==> config.mk <==
export PLATFORM = sky130hd
export DESIGN_NAME = spi_burst_regif
export DESIGN_NICKNAME = d
export VERILOG_FILES = /design/src/rtl/spi_regif_pkg.sv /design/src/rtl/spi_edge_sync.sv /design/src/rtl/spi_burst_regif.sv
export SDC_FILE = /design/constraint.sdc
export NUM_CORES = 1
export LEC_CHECK = 0
export ABC_CLOCK_PERIOD_IN_PS = 1550
export BUFFER_PORTS_ARGS = -buffer_cell sky130_fd_sc_hd__buf_4
export CORE_ASPECT_RATIO = 1.4
export CORE_MARGIN = 4
export CORE_UTILIZATION = 50
export CTS_CLUSTER_SIZE = 24
export DETAILED_ROUTE_END_ITERATION = 8
export PLACE_DENSITY = 0.74
export SKIP_CTS_REPAIR_TIMING = 1
export SLEW_MARGIN = 10
export SYNTH_ARGS = -nofsm -noshare
export SYNTH_HDL_FRONTEND = slang
export SYNTH_HIERARCHICAL = 1
export SYNTH_SLANG_ARGS = --single-unit
==> constraint.sdc <==
create_clock -name clk -period 1.55 [get_ports clk]
set_input_delay 0.31 -clock clk [delete_from_list [all_inputs] [get_ports clk]]
set_output_delay 0.31 -clock clk [all_outputs]
set_load 0.01 [all_outputs]
==> src/rtl/spi_regif_pkg.sv <==
// Shared types and helpers for the burst SPI register interface.
// Holds the frame FSM encoding, the R/W bit encoding and the SPI mode decode.
package spi_regif_pkg;

    typedef enum logic [2:0] {
        ST_IDLE,
        ST_HDR,
        ST_WR_DATA,
        ST_RD_DATA,
        ST_WAIT_CS
    } state_t;

    localparam logic RW_READ  = 1'b1;
    localparam logic RW_WRITE = 1'b0;

    // Modes 0 and 3 sample on the rising SPI clock edge, modes 1 and 2 on the falling one.
    function automatic logic sample_on_rise(input int cpol, input int cpha);
        return (cpol == cpha);
    endfunction

endpackage

==> src/rtl/spi_edge_sync.sv <==
// Brings the asynchronous SPI pins into the clk domain and turns SPI clock and
// chip-select transitions into one-clk enables, three clks after the pin moves.
module spi_edge_sync
    import spi_regif_pkg::*;
#(
    parameter int CPOL = 0,
    parameter int CPHA = 0
) (
    input  logic clk,
    input  logic reset_n,
    input  logic spi_cs_n,
    input  logic spi_clk,
    input  logic spi_mosi,
    output logic sample_en,
    output logic shift_en,
    output logic cs_fall,
    output logic cs_rise,
    output logic cs_n_lvl,
    output logic mosi_lvl
);

    localparam bit SAMPLE_RISE = sample_on_rise(CPOL, CPHA);

    logic [1:0] sclk_sync;
    logic [1:0] cs_sync;
    logic [1:0] mosi_sync;
    logic       sclk_prev;
    logic       cs_prev;
    logic       sclk_rise;
    logic       sclk_fall;

    // Synchronisers free-run through reset so the CS level is already valid on release.
    always_ff @(posedge clk) begin
        sclk_sync <= {sclk_sync[0], spi_clk};
        cs_sync   <= {cs_sync[0], spi_cs_n};
        mosi_sync <= {mosi_sync[0], spi_mosi};
        sclk_prev <= sclk_sync[1];
        cs_prev   <= cs_sync[1];
        cs_n_lvl  <= cs_sync[1];
        mosi_lvl  <= mosi_sync[1];
    end

    assign sclk_rise = sclk_sync[1] & ~sclk_prev;
    assign sclk_fall = ~sclk_sync[1] & sclk_prev;

    always_ff @(posedge clk) begin
        if (!reset_n) begin
            sample_en <= 1'b0;
            shift_en  <= 1'b0;
            cs_fall   <= 1'b0;
            cs_rise   <= 1'b0;
        end else begin
            sample_en <= SAMPLE_RISE ? sclk_rise : sclk_fall;
            shift_en  <= SAMPLE_RISE ? sclk_fall : sclk_rise;
            cs_fall   <= ~cs_sync[1] & cs_prev;
            cs_rise   <= cs_sync[1] & ~cs_prev;
        end
    end

endmodule

==> src/rtl/spi_burst_regif.sv <==
// SPI slave to register-bus bridge: R/W bit + address header, then bursts of
// data words with address auto-increment and prefetched reads.
module spi_burst_regif
    import spi_regif_pkg::*;
#(
    parameter int ADDR_W     = 7,
    parameter int DATA_W     = 8,
    parameter int CPOL       = 0,
    parameter int CPHA       = 0,
    parameter int RD_LATENCY = 2
) (
    input  logic              clk,
    input  logic              reset_n,
    input  logic              spi_cs_n,
    input  logic              spi_clk,
    input  logic              spi_mosi,
    output logic              spi_miso,
    output logic              spi_miso_oe,
    output logic              wr_stb,
    output logic [ADDR_W-1:0] wr_addr,
    output logic [DATA_W-1:0] wr_data,
    output logic              rd_stb,
    output logic [ADDR_W-1:0] rd_addr,
    input  logic [DATA_W-1:0] rd_data,
    output logic              busy,
    output logic              frame_abort
);

    localparam int              CNT_W     = $clog2(1 + ADDR_W + DATA_W);
    localparam logic [CNT_W-1:0] HDR_LAST  = CNT_W'(ADDR_W);
    localparam logic [CNT_W-1:0] WORD_LAST = CNT_W'(DATA_W - 1);

    logic sample_en, shift_en, cs_fall, cs_rise, cs_n_lvl, mosi_lvl;

    state_t                state_q, state_d;
    logic [CNT_W-1:0]      bit_cnt;
    logic [ADDR_W-1:0]     hdr_sh;
    logic [ADDR_W:0]       hdr_word;
    logic [DATA_W-2:0]     wsh;
    logic [DATA_W-1:0]     word_w;
    logic [ADDR_W-1:0]     addr_q;
    logic [RD_LATENCY-1:0] rd_pipe;
    logic [RD_LATENCY-1:0] rd_pipe_n;
    logic [DATA_W-1:0]     pf_data;
    logic [DATA_W-1:0]     tx_sh;
    logic                  miso_q;
    logic                  hdr_done, word_done, abort_d, in_frame;

    spi_edge_sync #(
        .CPOL(CPOL),
        .CPHA(CPHA)
    ) u_edge_sync (
        .clk      (clk),
        .reset_n  (reset_n),
        .spi_cs_n (spi_cs_n),
        .spi_clk  (spi_clk),
        .spi_mosi (spi_mosi),
        .sample_en(sample_en),
        .shift_en (shift_en),
        .cs_fall  (cs_fall),
        .cs_rise  (cs_rise),
        .cs_n_lvl (cs_n_lvl),
        .mosi_lvl (mosi_lvl)
    );

    assign hdr_word = {hdr_sh, mosi_lvl};
    assign word_w   = {wsh, mosi_lvl};
    assign in_frame = (state_q == ST_HDR) || (state_q == ST_WR_DATA) || (state_q == ST_RD_DATA);

    // CS edges are checked before SPI clock edges so a coincident CS edge wins.
    always_comb begin
        state_d   = state_q;
        hdr_done  = 1'b0;
        word_done = 1'b0;
        abort_d   = 1'b0;
        case (state_q)
            ST_IDLE: begin
                if (cs_fall) state_d = ST_HDR;
            end
            ST_HDR: begin
                if (cs_rise) begin
                    state_d = ST_IDLE;
                end else if (sample_en && (bit_cnt == HDR_LAST)) begin
                    hdr_done = 1'b1;
                    state_d  = (hdr_word[ADDR_W] == RW_WRITE) ? ST_WR_DATA : ST_RD_DATA;
                end
            end
            ST_WR_DATA, ST_RD_DATA: begin
                if (cs_rise) begin
                    state_d = ST_IDLE;
                    abort_d = (bit_cnt != '0);
                end else if (sample_en && (bit_cnt == WORD_LAST)) begin
                    word_done = 1'b1;
                end
            end
            ST_WAIT_CS: begin
                if (cs_n_lvl) state_d = ST_IDLE;
            end
            default: state_d = ST_WAIT_CS;
        endcase
    end

    always_ff @(posedge clk) begin
        if (!reset_n) state_q <= ST_WAIT_CS;
        else          state_q <= state_d;
    end

    generate
        if (RD_LATENCY == 1) begin : g_pipe1
            assign rd_pipe_n = rd_stb;
        end else begin : g_pipen
            assign rd_pipe_n = {rd_pipe[RD_LATENCY-2:0], rd_stb};
        end
    endgenerate

    always_ff @(posedge clk) begin
        if (!reset_n) begin
            bit_cnt     <= '0;
            wr_stb      <= 1'b0;
            wr_addr     <= '0;
            wr_data     <= '0;
            rd_stb      <= 1'b0;
            rd_addr     <= '0;
            rd_pipe     <= '0;
            frame_abort <= 1'b0;
            miso_q      <= 1'b0;
        end else begin
            wr_stb      <= 1'b0;
            rd_stb      <= 1'b0;
            frame_abort <= abort_d;
            rd_pipe     <= rd_pipe_n;

            // Counter restarts per header and per word, so bursts never overflow it.
            if ((state_q == ST_IDLE) || hdr_done || word_done)
                bit_cnt <= '0;
            else if (sample_en && in_frame && !cs_rise)
                bit_cnt <= bit_cnt + CNT_W'(1);

            if (hdr_done && (hdr_word[ADDR_W] == RW_READ)) begin
                rd_stb  <= 1'b1;
                rd_addr <= hdr_word[ADDR_W-1:0];
            end
            if (word_done && (state_q == ST_WR_DATA)) begin
                wr_stb  <= 1'b1;
                wr_addr <= addr_q;
                wr_data <= word_w;
            end
            if (word_done && (state_q == ST_RD_DATA)) begin
                rd_stb  <= 1'b1;
                rd_addr <= addr_q + ADDR_W'(1);
            end

            if ((state_q != ST_RD_DATA) || (state_d != ST_RD_DATA))
                miso_q <= 1'b0;
            else if (shift_en)
                miso_q <= (bit_cnt == '0) ? pf_data[DATA_W-1] : tx_sh[DATA_W-1];
        end
    end

    // Datapath registers carry no reset; control above qualifies every use.
    always_ff @(posedge clk) begin
        if (sample_en) begin
            hdr_sh <= hdr_word[ADDR_W-1:0];
            wsh    <= word_w[DATA_W-2:0];
        end
        if (hdr_done)
            addr_q <= hdr_word[ADDR_W-1:0];
        else if (word_done)
            addr_q <= addr_q + ADDR_W'(1);
        if (rd_pipe[RD_LATENCY-1])
            pf_data <= rd_data;
        if (shift_en && (state_q == ST_RD_DATA))
            tx_sh <= (bit_cnt == '0) ? {pf_data[DATA_W-2:0], 1'b0} : {tx_sh[DATA_W-2:0], 1'b0};
    end

    assign busy        = in_frame && !cs_rise;
    assign spi_miso_oe = (state_q == ST_RD_DATA) && !cs_rise;
    assign spi_miso    = miso_q && spi_miso_oe;

endmodule

Yosys cells after proc, flatten, opt, wreduce, memory -nomap -nowiden
Cells that the tools add are included.
{"block": "totals", "regBits": 85, "input_bits": 13, "out_inout_bits": 28, "word_cells": 88}
{"block": "classes", "add_sub_neg": 2, "eq_ne": 7, "n_mux": 20, "bitwise": 9, "reduce_logical": 25}
{"cell": "$mux W7", "n": 4}
{"cell": "$mux W3", "n": 5}
{"cell": "$pmux W3 S4", "n": 1}
{"cell": "$logic_and A1 B1 Y1", "n": 10}
{"cell": "$mux W1", "n": 9}
{"cell": "$mux W8", "n": 1}
{"cell": "$add A7 B1 Y7 const B", "n": 1}
{"cell": "$eq A3 B2 Y1 const B", "n": 2}
{"cell": "$ne A3 B2 Y1 const B", "n": 2}
{"cell": "$reduce_or A2 Y1", "n": 3}
{"cell": "$logic_or A1 B1 Y1", "n": 5}
{"cell": "$not A1 Y1", "n": 5}
{"cell": "$add A4 B1 Y4 const B", "n": 1}
{"cell": "$and A1 B1 Y1", "n": 4}
{"cell": "$eq A4 B3 Y1 const B", "n": 1}
{"cell": "$logic_not A4 Y1", "n": 1}
{"cell": "$reduce_bool A2 Y1", "n": 2}
{"cell": "$reduce_bool A4 Y1", "n": 1}
{"cell": "$eq A3 B1 Y1 const B", "n": 1}
{"cell": "$eq A3 B3 Y1 const B", "n": 1}
{"cell": "$logic_not A3 Y1", "n": 1}
{"cell": "$reduce_and A3 Y1", "n": 1}
{"cell": "$logic_not A1 Y1", "n": 1}

Longest topological paths before layout
Gate-level depths: netlist of the first run.
{"block": "depth", "depth_word": 8, "depth_mapped": 7, "ltp_nobuf": 5}

Cells and area by module
Netlist of the first run, hierarchy kept.
{"module": "spi_burst_regif", "n_inst": 1, "cells_each": 217, "area_each_um2": 2618.8, "seq_area_each_um2": 1571.5}
{"module": "spi_edge_sync", "n_inst": 1, "cells_each": 17, "area_each_um2": 295.3, "seq_area_each_um2": 260.2}

Worst setup path after synthesis of the first run
No wires, ideal clock.
{"block": "synth_timing", "path_kind": "register -> register", "from": "register bit_cnt[0]", "to": "register tx_sh[2], data pin", "setup_ns": 0.260, "arrival_time_ns": 1.312, "required_time_ns": 1.290, "slack_ns": -0.022, "stages_incl_launch_ff": 5, "n_path_buf": 0, "period_less_slack_ns": 1.572, "path_cell_list": "dfxtp_1 inv_1 ha_1 nor3b_2 mux2_2"}
{"block": "synth_between", "elab_chain_cells": 2}
{"item": "start, declared", "line": "spi_burst_regif.sv:36", "text": "logic [CNT_W-1:0] bit_cnt;"}
{"item": "start signal, assigned", "line": "spi_burst_regif.sv:137", "text": "bit_cnt <= bit_cnt + CNT_W'(1);"}
{"item": "$logic_not A4 Y1", "line": "spi_burst_regif.sv:173", "text": "tx_sh <= (bit_cnt == '0) ? {pf_data[DATA_W-2:0], 1'b0} : {tx_sh[DATA_W-2:0], 1'b0};"}
{"item": "$mux W8", "line": "spi_burst_regif.sv:173"}
{"item": "end signal, assigned", "line": "spi_burst_regif.sv:173"}
{"item": "end, declared", "line": "spi_burst_regif.sv:45", "text": "logic [DATA_W-1:0] tx_sh;"}
No other way between the ends.
A chain may end at the register's enable or synchronous reset.

Worst setup path after layout of the first run
{"block": "layout_timing", "from": "register state_q[2]", "to": "output spi_miso"}
{"block": "layout_between", "elab_chain_cells": 3}
{"item": "start, declared", "line": "spi_burst_regif.sv:35", "text": "state_t state_q, state_d;"}
{"item": "start signal, assigned", "line": "spi_burst_regif.sv:105", "text": "else state_q <= state_d;"}
{"item": "$eq A3 B2 Y1", "line": "spi_burst_regif.sv:177", "text": "assign spi_miso_oe = (state_q == ST_RD_DATA) && !cs_rise;"}
{"item": "$logic_and A1 B1 Y1", "line": "spi_burst_regif.sv:177"}
{"item": "$logic_and A1 B1 Y1", "line": "spi_burst_regif.sv:178", "text": "assign spi_miso = miso_q && spi_miso_oe;"}
{"item": "end, declared", "line": "spi_burst_regif.sv:17", "text": "output logic spi_miso,"}
No other way between the ends.

==> results.md, run 1 <==
- Global-route wire length before repair: 9.05 mm
- H-tree depth: 3
- Yosys Warn Count: 6
- CTS Buf Count: 9
- Commonest non-fill, non-tap cell in the layout: buf_4
- Hold depth: 1
- Nets: 321
- Post-Syn Area per Cell: 12.5 um^2
- Final WL: 5.64 mm
- Detailed Place HPWL: 3.89 mm
- Mapped Nets: 250
- Worst Path Required: around 1.2 ns
- Register-to-Register Setup Slack: -0.04 ns
- Worst Skew: 0.0124 ns
- Worst reg2reg path depth: 6
- Chip width: 72.5 um
- Root buf cell: clkbuf_8
- Die area: 0.00713 mm^2
- Hold Vio Cnt, Final: 0
- Crit path max fanout: 4
- Hold slack final: 0.0712 ns
- Pwr/cell area: between 900 and 1000 mW/mm^2
- VDD IR-drop max: 0.000901 V
- Critical path class: reg2out
- Worst-Skew Late Latency: 0.34 ns
- Final worst-path cycle share: 1.03
- LEAKAGE: 1.64 nW
- Boundary pin count: 41
- Diodes inserted: 0
- # Max-Cap Violations: 0
- Post-synthesis cell area: 0.00291 mm^2
- Yosys cell types: 41
- Fmax: roughly 0.63 GHz
- Initial Utilization: 0.524
- TritonRoute pass-1 iters: 4
- R2r endpoint: tx_sh[6]
- Status: finished with violations
- Sequential-to-total area share from yosys stat: 0.629
- Die Height: 98.3 um
- Delay of the slowest critical-path stage: 0.36 ns
- Syn-to-layout area delta: 29.0%
- Post-route ant nets: 0
- Worst R2R Start: bit_cnt[0]
- Row count: 32
- Number of flops mapped to enable cells by yosys: 29
- Routed length per instance: 14.9 um
- Slew HR: 0.740
- Post-synth top flop: dfxtp_1
- Total power: 3.60 mW
- Place WS: -0.0595 ns
- Worst EP arrival: 1.29 ns
- Hold EP: u_edge_sync/mosi_sync[0]
- Post-layout min period: ~1.6 ns
- # port buffers: 40
- Internal Power: 2.89 mW
- Vias in the first global route: 1924
- Slowest cell on crit path: dfxtp_4
- Gr usage total: 0.166
- Worst Setup Slack, final: -0.0464 ns
- Sequential share of power: 0.591
- CTS tree: built
- Type of destination of the critical path: output port
- Register bit count reported by yosys: 77
- Post-layout util: 0.676
- Asr flop ratio synth: 0
- Switching part of the total power: 0.198
- Number of DRC markers in iteration 0: roughly 110
- Worst-margin pin slew: roughly 0.39 ns
- Mapped Cells: around 230
- Drt via density: around 5.2
- Gpl congestion: 0.807
- CP cell instances: and4bb_4 -> and2_4 -> buf_6
- Clk slew on worst S/H paths: 0.07 ns
- Most frequent cells in the layout: buf_4, dfxtp_1, nor2_1, edfxtp_1, mux2i_1
- Clock Sinks: 77
- Core box area: 0.00557 mm^2
- Net Switching: 712 uW
- Combinational power share: 0.024
- Max-slew violations: 0
- Worst min path class: in2reg
- Share of cells above drive strength 1: 0.358
- Final Setup Violations: 7
- Bufs on Longest Clock Path: 2
- Largest net degree at the start of global routing: 20
- RSZ-0062 raised after global routing: yes
- DR DRC count: 0
- Failing checks: setup timing
- Vias: roughly 2000
- Hold Crit Start: spi_mosi
- Worst setup SP type: flip-flop
- Initial antenna violation count: 0
- Grt ovf: 0
- Clk pwr share: 0.385
==> flip-flops by register name, indices dropped and copies added (netlist names), 2 cells and up <==
signal	cells
pf_data	8
u_edge_sync/cs_sync	2
state_q	3
bit_cnt	4
hdr_sh	7
u_edge_sync/sclk_sync	2
wr_addr	7
u_edge_sync/mosi_sync	2
rd_pipe	2
tx_sh	7
wr_data	8
addr_q	7
rd_addr	7
==> metal layers <==
layer  track usage  routed length, um  up-vias  share of wire
li1              -                  -      973              -
met1         0.208               2380      945           0.42
met2         0.254               2840       55           0.50
met3        0.0525                291       11          0.052
met4        0.0838                125        0          0.022
met5             0                  0        -              0
==> worst max path at each step <==
| stage | startpoint | to | slack [ns] | cells past startpoint |
|---|---|---|---|---|
| 2_1_floorplan | u_edge_sync/sample_en | wr_addr[0] | 0.0009 | 6 |
| 3_3_place_gp | bit_cnt[0] | tx_sh[5] | -0.02 | 6 |
| 3_5_place_dp | bit_cnt[0] | wr_addr[2] | -0.06 | 7 |
| 4_1_cts | state_q[1] | spi_miso | -0.15 | 3 |
| 5_1_grt | bit_cnt[0] | wr_data[4] | -0.11 | 7 |
| 6_report | state_q[2] | spi_miso | -0.05 | 3 |
==> Yosys cell counts (4+ instances only) <==
cell,n,area (um^2)
xnor2_1,4,35.0
mux2i_1,19,190
nand4_1,4,25.0
nor2_1,32,120
and2_1,5,31.3
mux2_2,8,90.1
and3b_1,4,35.0
nand2_1,12,45.0
edfxtp_1,29,871
a21oi_1,11,55.1
nand3_1,6,30.0
inv_1,5,18.8
dfxtp_1,48,961
nor3_1,4,20.0
xor2_1,4,35.0
==> worst max-delay path, delay by kind of cell (launching register included) <==
kind | cells | cell delay, ns
buffers and inverters | 1 | 0.09
DFF | 1 | 0.36
and+or+nand+nor | 2 | 0.51
==> layout make-up <==
class                   count  area [um^2]
fillers                   429         1810
multi-input cells         143         1060
flip-flops and latches     77         1840
well taps                  68         85.1
clock inverters             3         38.8
repair buffers             69          574
clock buffers              13          139
inverters                   5         18.8
==> kinds of logic (layout without fill, tap and decap cells) <==
group                      Yosys count  in the layout  share of synthesized area
AOI/OAI and AO/OA                   22             22                     0.0485
xor gates and xnor gates             8              8                     0.0240
adders and majority gates            3              3                     0.0129
buffers and inverters               14             90                     0.0275
DFF                                 77             77                      0.629
muxes                               27             27                     0.0962
and+or+nand+nor                     83             83                      0.162
==> power by group through the flow <==
| stage | combinational [mW] | sequential, mW | clock (mW) |
|---|---|---|---|
| global route | 0.0962 | 2.13 | 1.52 |
| finish | 0.0873 | 2.13 | 1.39 |
| global placement | 0.0830 | 2.17 | 0 |
| CTS | 0.0855 | 2.13 | 1.42 |
| floorplan | 0.0376 | 2.17 | 0 |
| detailed placement | 0.0846 | 2.17 | 0 |
==> stage by stage <==
step	cell area [um^2]	setup TNS, ns	std cells
floorplan	2920	0	234
finish	3760	-0.172	378
CTS	3650	-1.88	375
global route	3760	-2.38	378
global placement	3480	-0.120	359
detailed placement	3480	-1.12	359
Note: power is estimated with default switching activity, not from simulation.
==> run 2: changes to the inputs <==
--- a/config.mk
+++ b/config.mk
@@ -12,7 +12,7 @@
 export CORE_UTILIZATION = 50
 export CTS_CLUSTER_SIZE = 24
 export DETAILED_ROUTE_END_ITERATION = 8
-export PLACE_DENSITY = 0.74
+export PLACE_DENSITY = 0.81
 export SKIP_CTS_REPAIR_TIMING = 1
 export SLEW_MARGIN = 10
 export SYNTH_ARGS = -nofsm -noshare
==> constraint.sdc (replaced) <==
create_clock -name clk -period 1.55 [get_ports clk]
set_input_delay 0.31 -clock clk [delete_from_list [all_inputs] [get_ports clk]]
set_output_delay 0.31 -clock clk [all_outputs]
set_load 0.05 [all_outputs]
==> results.md, run 2 (synthesis results as in run 1) <==
- Failing checks: setup timing
- Commonest non-fill, non-tap cell in the layout: buf_4
- WP buf/inv: 1 (unchanged)
- Clk slew on worst S/H paths: 0.08 ns (about the same)
- Regs by FF count: pf_data x8, wr_data x8
- Root buf cell: clkbuf_8
- Share of cells above drive strength 1: 0.410 (+0.0520)
- Routed length per instance: 15.9 um (+6.8%)
- Initial antenna violation count: 0 (unchanged)
- R2r endpoint: wr_data[5]
- Final WL: 6.14 mm (+8.8%)
- Worst Setup Slack, final: -0.116 ns (-0.0694 ns)
- Final worst-path cycle share: 1.07 (+0.0448)
- Fmax: 0.600 GHz (-4.2%)
- # Max-Cap Violations: 0 (unchanged)
- CTS tree: built
- Slew HR: 0.754 (+0.0133)
- Boundary pin count: 41 (unchanged)
- Worst-margin pin slew: 0.369 ns (-0.0189 ns)
- Worst Path Required: 1.24 ns (about the same)
- Worst min path class: in2reg
- TritonRoute pass-1 iters: 4 (unchanged)
- Total power: 3.64 mW (+0.95%)
- Hold Vio Cnt, Final: 0 (unchanged)
- Register-to-Register Setup Slack: -0.08 ns (-0.04 ns)
- Placed cell area: 0.00350 mm^2 (+0.65%)
- Worst reg2reg path depth: 7 (+1)
- Final instance area: 0.00393 mm^2 (+4.4%)
- Drt via density: 5.38 (+2.5%)
- Worst path depth: 3 (unchanged)
- # port buffers: 40 (unchanged)
- LEAKAGE: 1.71 nW (+4.4%)
- Pwr/cell area: 926 mW/mm^2 (-3.3%)
- Status: finished with violations
- DR DRC count: 0 (unchanged)
- Vias: 2071 (+4.4%)
- Worst setup startpoint: u_edge_sync/cs_rise
- Final Non-Filler Cells: 385 (+1.9%)
- Worst-Skew Late Latency: 0.35 ns (about the same)
- Critical path class: reg2out
- H-tree depth: 3 (unchanged)
- Syn-to-layout area delta: 34.7%
- Die Height: 98.3 um (unchanged)
- Gpl congestion: 0.877 (+8.6%)
- Global-route wire length before repair: 9.27 mm (+2.4%)
- Crit path max fanout: 6 (+2)
- Place WS: -0.154 ns (-0.0943 ns)
- Post-layout min period: 1.67 ns (+0.0694 ns)
- Core box area: 0.00557 mm^2 (unchanged)
- FILL cells: 357 (-17%)
- Nets: 328 (+2.2%)
- Crit-path leading delay family: simple AND/OR/NAND/NOR gates
- Final Setup Violations: 21 (+14)
- RSZ-0062 raised after global routing: yes
- Worst Setup EP: spi_miso
- Worst R2R Start: bit_cnt[1]
- Type of destination of the critical path: output port
- Number of DRC markers in iteration 0: 113 (+5.6%)
- Largest net degree at the start of global routing: 20 (unchanged)
- Dpl cells: 362 (+0.84%)
- Most frequent cells in the layout: buf_4, dfxtp_1, nor2_1, edfxtp_1, mux2i_1
- Slowest cell on crit path: dfxtp_4
- Die area: 0.00713 mm^2 (unchanged)
- Bufs on Longest Clock Path: 2 (unchanged)
- Grt ovf: 0 (unchanged)
- Multi-input logic area: 0.00114 mm^2 (+7.7%)
- CP cell instances: and4bb_4 -> and2_4 -> buf_8
- Initial Utilization: 0.524 (unchanged)
- Worst EP arrival: 1.36 ns (+0.07 ns)
- Diodes inserted: 0 (unchanged)
- Gr usage total: 0.167 (+0.00133)
- Setup TNS: -0.834 ns (-0.663 ns)
- Row count: 32 (unchanged)
- CTS Buf Count: 9 (unchanged)
- Detailed Place HPWL: 3.98 mm (+2.4%)
- Max-slew violations: 0 (unchanged)
- Worst Skew: 0.0126 ns (+0.000270 ns)
- Delay of the slowest critical-path stage: 0.38 ns (+0.02 ns)
- Post-route ant nets: 0 (unchanged)
- FF+latch area: 0.00184 mm^2 (about the same)
- VDD IR-drop max: 0.000570 V (-37%)
- Vias in the first global route: 2020 (+5.0%)
- Chip width: 72.5 um (unchanged)
- Clock Sinks: 77 (unchanged)
- Worst setup SP type: flip-flop
## run 2: changes by cell type in the layout (fill, tap and decap cells not counted), sizes merged
| cell | before | now |
|---|---|---|
| clkinv | 2 | 4 |
| clkinvlp | 0 | 1 |
| clkbuf | 13 | 11 |
| buf | 69 | 75 |
## run 2: area by class of cell
type                       count  area share
clock buffer                  10      0.0325
sequential                    77       0.470
clock inverter                 6      0.0140
multi-input combinational    143       0.291
inverter                       5     0.00542
timing repair buffer          76       0.166
tap                           68      0.0217
## run 2: worst min-delay path by stage
stage / from / end / slack [ns] / cells after the start
floorplan: u_edge_sync/cs_sync[0] / u_edge_sync/cs_sync[1] / 0.31 / 0
global placement: u_edge_sync/cs_sync[0] / u_edge_sync/cs_sync[1] / 0.31 / 0
detailed placement: u_edge_sync/sclk_sync[0] / u_edge_sync/sclk_sync[1] / 0.31 / 0
CTS: spi_cs_n / u_edge_sync/cs_sync[0] / 0.05 / 1
global route: spi_cs_n / u_edge_sync/cs_sync[0] / 0.04 / 1
finish: spi_cs_n / u_edge_sync/cs_sync[0] / 0.06 / 1
## run 2: through the flow
step                      utilization  hold WS (ns)
after detailed placement        0.629         0.314
after floorplan                     -         0.310
after CTS                       0.662        0.0469
after global routing            0.705        0.0440
final                           0.705        0.0596
after global placement          0.629         0.311
## run 2: per-layer routing
| metal | part of all wire | global-route usage |
|---|---|---|
| met3 | 0.043 | 0.0453 |
| met4 | 0.028 | 0.0852 |
| met1 | 0.40 | 0.198 |
| met2 | 0.52 | 0.273 |
| met5 | 0 | 0 |
## run 2: power breakdown
| part | total, mW | leakage (nW) | internal, mW | switching (mW) |
|---|---|---|---|---|
| registers | 2.13 | 0.638 | 2.11 | 0.0184 |
| clock network | 1.41 | 0.0911 | 0.728 | 0.686 |
| logic | 0.0956 | 0.986 | 0.0471 | 0.0485 |
